**config.mk**
```make
export PLATFORM = sky130hd
export DESIGN_NAME = comb_logic_result_fifo
export DESIGN_NICKNAME = d
export VERILOG_FILES = /design/src/rtl/comb_logic_result_fifo.sv
export SDC_FILE = /design/constraint.sdc
export NUM_CORES = 1
export LEC_CHECK = 0
export ABC_AREA = 1
export CORE_ASPECT_RATIO = 1.5
export CORE_MARGIN = 2
export CORE_UTILIZATION = 30
export CTS_CLUSTER_SIZE = 20
export DETAILED_ROUTE_END_ITERATION = 10
export PLACE_DENSITY = 0.52
export SYNTH_ARGS = -nofsm -noshare
export SYNTH_HDL_FRONTEND = slang
export SYNTH_SLANG_ARGS = --single-unit
```
**constraint.sdc**
```tcl
create_clock -name clk -period 1.8 [get_ports clk]
set_input_delay 0.27 -clock clk [delete_from_list [all_inputs] [get_ports clk]]
set_output_delay 0.27 -clock clk [all_outputs]
set_load 0.02 [all_outputs]
```
**src/rtl/comb_logic_result_fifo.sv**
```systemverilog
// comb_logic_result_fifo: packs ALU results by instruction into a valid/ready FIFO; COMB_RESULT_FIFO_CNT_EN adds per-instruction push counters
module comb_logic_result_fifo #(
  parameter int Dwidth = 4,
  parameter int DEPTH = 4,
  localparam int AW = $clog2(DEPTH),
  localparam int RW = 2*Dwidth+1
)(
  input  logic              clk,
  input  logic              rst,
  input  logic              in_valid,
  output logic              in_ready,
  input  logic [1:0]        Inst,
  input  logic [Dwidth-1:0] sum,
  input  logic              Cout,
  input  logic [2*Dwidth-1:0] Prod,
  input  logic              XEGY,
  input  logic [Dwidth-1:0] Sel_out,
  output logic              out_valid,
  input  logic              out_ready,
  output logic [1:0]        out_inst,
  output logic [RW-1:0]     out_data,
`ifdef COMB_RESULT_FIFO_CNT_EN
  input  logic [1:0]        op_cnt_sel,
  output logic [15:0]       op_cnt,
`endif
  output logic [AW:0]       count
);
  logic [RW+1:0] mem_q [DEPTH];
  logic [AW-1:0] rd_q, wr_q;
  logic [AW:0] cnt_q;
  logic push, pop;
  logic [RW-1:0] packed_d;
  assign in_ready = cnt_q != (AW+1)'(DEPTH);
  assign out_valid = cnt_q != '0;
  assign push = in_valid & in_ready;
  assign pop = out_valid & out_ready;
  assign {out_inst, out_data} = out_valid ? mem_q[rd_q] : '0;
  assign count = cnt_q;
  // select only the result field matching the instruction so stale ALU outputs never leak
  always_comb
    packed_d = Inst == 2'd0 ? RW'({Cout, sum}) :
               Inst == 2'd1 ? RW'(Prod) :
               Inst == 2'd2 ? RW'(XEGY) : RW'(Sel_out);
  // storage needs no reset; entries are only visible once counted
  always_ff @(posedge clk)
    if (push) mem_q[wr_q] <= {Inst, packed_d};
  // pointers wrap naturally at AW bits; occupancy tracks push minus pop
  always_ff @(posedge clk)
    if (rst) begin
      rd_q <= '0;
      wr_q <= '0;
      cnt_q <= '0;
    end else begin
      if (push) wr_q <= wr_q + AW'(1);
      if (pop) rd_q <= rd_q + AW'(1);
      cnt_q <= cnt_q + (AW+1)'(push) - (AW+1)'(pop);
    end
`ifdef COMB_RESULT_FIFO_CNT_EN
  logic [15:0] opc_q [4];
  assign op_cnt = opc_q[op_cnt_sel];
  // saturating push counter per instruction
  always_ff @(posedge clk)
    if (rst) for (int i = 0; i < 4; i++) opc_q[i] <= '0;
    else if (push && opc_q[Inst] != 16'hFFFF) opc_q[Inst] <= opc_q[Inst] + 16'd1;
`endif
endmodule

```
==> summary.md <==
| Metric | Value |
|---|---|
| Outcome | complete, no violations |
| Total core area | 7179 sq um |
| Syn Nets | 247 |
| ANT nets after route | 0 |
| Chip width | 73.98 um |
| Number of port buffers | 38 |
| Vias in the first global route | 1584 |
| Final setup viols | 0 |
| Unrepaired setup endpoints after global routing | yes |
| TritonRoute pass-1 iters | 4 |
| Pwr per Cell Area | 1371 nW/um^2 |
| Crit share post-route | 98.53% |
| H-tree depth | 2 |
| Tot Pwr | 4092 uW |
| Drt initial violations | 73 |
| Fill cell count | 723 |
| Standard-cell rows | 38 |
| Top cells by instance count after synthesis | nor2_1 (57), edfxtp_1 (40), inv_1 (20) |
| WP data arrival | 1.96 ns |
| Worst hold path class | reg2reg |
| Hold EP | wr_q[1] |
| CTS Hold Bufs | 0 |
| Headroom to the max-slew limit | 67.02% |
| Top cell type's share of synthesized area | 54.51% |
| Hold depth | 2 |
| Final setup TNS | 0 ns |
| Gp weighted congestion | 0.7246 |
| Worst-path cell chain | nor2_4 > nand2_4 > nand2_4 > inv_4 > ha_4 > inv_2 > ha_4 > inv_2 > fa_2 > nor2_1 |
| Later-pin clock latency in the skew report | 0.30 ns |
| GRT Total Usage | 12.59% |
| Launch point of the worst reg-to-reg path | count[0] |
| Top cells by area, synth | edfxtp_1 (55%), nor2_1 (9.7%), dfxtp_1 (8.2%) |
| DIE AREA | 8060 sq um |
| ANT cells | 0 |
| Starting Density | 30.69% |
| Max Transition Viols Final | 0 |
| Nets@finish | 310 |
| Largest net degree at the start of global routing | 17 |
| Routed WL | 4589 um |
| HP Start | wr_q[1] |
| Routed via count | 1629 |
| Leakage | 0.001172 uW |
| CP top delay family | adder cells |
| Max-Cap Viols | 0 |
| Worst Skew | 0.007634 ns |
| CTS root buffer | clkbuf_8 |
| CP bufs+invs | 3 |
| Share of cells above drive strength 1 | 22.14% |
| Clock Tree Buf Depth | 2 |
| Critical Path Source Type | flip-flop |
| Clk sinks | 49 |
| Ys flop type | edfxtp_1 |
| Register area share after synthesis | 62.69% |
| Critical path's slowest cell | fa_2 |
| Post-Syn Area | 2203 sq um |
| Mapped Cells | 216 |
| Final Hold Vio Count | 0 |
| Synth area leader | edfxtp_1 |
| Avg Inst Size Synth | 10.20 sq um |
| Area of the multi-input gates | 718.2 sq um |
| CTS Buf Count | 5 |
| Crit-path max FO | 5 |
| Dpl hpwl | 3396 um |
| Reg2reg setup slack | 0.03 ns |
| I/O pin count | 40 |
| Worst Path Required | 1.98 ns |
| DRC Markers | 0 |
| CTS tree | built |
| Layout area overhead | 35.43% |
| FMAX | 563.9 MHz |
| Yosys cell types | 22 |
| Post-synth EDFFs | 40 |
| Gr ovfl total | 0 |
| Async set-or-reset flop fraction in the synthesized netlist | 0% |
| Placed cell areas | 2890 sq um |
| Synth warn | 0 |
| Die Y | 109.0 um |
| Clock-pin slew on the worst setup and hold paths | 0.08 ns |
| Worst vdd ir | 0.5579 mV |
| Vias/cell | 4.287 |
| Routed length per instance | 12.08 um |
| Most numerous cell in the Yosys netlist | nor2_1 |
| Reg-to-reg endpoint | count[1] |
| Register cell area after layout | 1391 sq um |
| Yosys reg bits | 49 |
| Critical path class | reg2reg |
| CP max stage delay | 0.51 ns |
| Design area | 2984 sq um |
| Fin crit period | 1.773 ns |
| CP endpoint kind | flip-flop |
| First-pass GRT wire length | 7424 um |
| Path depth of the worst reg2reg path | 10 |
| Initial antenna violation count | 0 |
| Worst-Margin Slew | 0.4896 ns |
[sequential cells by signal, summed over array words and instances, names as in the netlist, named ones only]
name	cells
wr_q	2
mem_q	40
count	3
rd_q	2
[stage by stage]
step	cells	utilization, %	setup slack [ns]	hold slack [ns]
finish	380	41.57	0.02653	0.5053
global route	380	41.57	-0.03173	0.5639
CTS	378	41.90	0.004445	0.5162
detailed placement	370	40.26	-0.1669	0.5043
global placement	370	40.26	-0.1461	0.4993
floorplan	216	-	-0.0008654	0.3315
[power by group]
part	internal, uW	switching (uW)
combinational	768	1070
sequential	1400	77.8
clock	416	350
[cells by family after synthesis]
group / count (synthesis) / synth area share, %
and+or+nand+nor: 88 / 17.21
DFF: 49 / 62.69
AOI/OAI and AO/OA: 41 / 9.426
buffers and inverters: 30 / 6.190
adders and majority gates: 7 / 4.316
other: 1 / 0.1702
[tightest hold or removal path, cell delays in order, from the launching register on]
cell and delay [ns]:
dfxtp_1 0.34, nand2_1 0.07, a21oi_1 0.05
[cell type report]
type	count	share of cell area, %
flip-flops and latches	49	46.62
inverters	23	3.145
clock inverters	3	1.468
multi-input cells	137	24.07
repair buffers	63	18.20
clock buffers	5	2.306
well taps	100	4.193
[how the worst max path moves through the flow]
| stage | startpoint | end | slack [ns] | cells after the start |
|---|---|---|---|---|
| floorplan | count[0] | count[2] | -0.0009 | 11 |
| global placement | in_valid | count[2] | -0.15 | 9 |
| detailed placement | in_valid | count[1] | -0.17 | 8 |
| CTS | flip-flop | out_data[1] | 0.004 | 6 |
| global route | count[0] | count[1] | -0.03 | 10 |
| finish | count[0] | count[1] | 0.03 | 10 |
[placed cells by master, fill, tap and decap left out]
cell	n
nand3_1	11
nor2_2	1
clkdlybuf4s50_1	27
nor2_1	57
conb_1	1
o21ai_1	13
buf_4	25
edfxtp_1	40
a21oi_1	13
buf_12	2
bufinv_16	1
o21ai_0	14
dfxtp_4	2
o211ai_1	1
buf_2	3
clkinv_2	1
fa_2	1
ha_1	4
clkbuf_8	5
nand2_1	14
inv_4	1
dfxtp_2	2
inv_2	3
nor2_4	1
inv_1	18
nand2_4	4
clkbuf_2	6
dfxtp_1	5
ha_4	2
inv_6	2
[repair_timing]
action	CTS	global route
resized for setup	23	19
pin swaps	1	6
setup endpoints to repair	11	12
gates cloned	0	0
setup buffers	0	2
[per-layer routing]
| layer | part of all wire [%] | routed length (um) | vias to the layer above | GRT usage [%] |
|---|---|---|---|---|
| li1 | - | - | 841 | - |
| met1 | 41 | 1875 | 739 | 14.05 |
| met2 | 53 | 2424 | 42 | 22.39 |
| met3 | 4.1 | 186 | 7 | 2.403 |
| met4 | 2.3 | 104 | 0 | 6.104 |
| met5 | 0 | 0 | - | 0 |
Power figures use the tool's default switching activity.
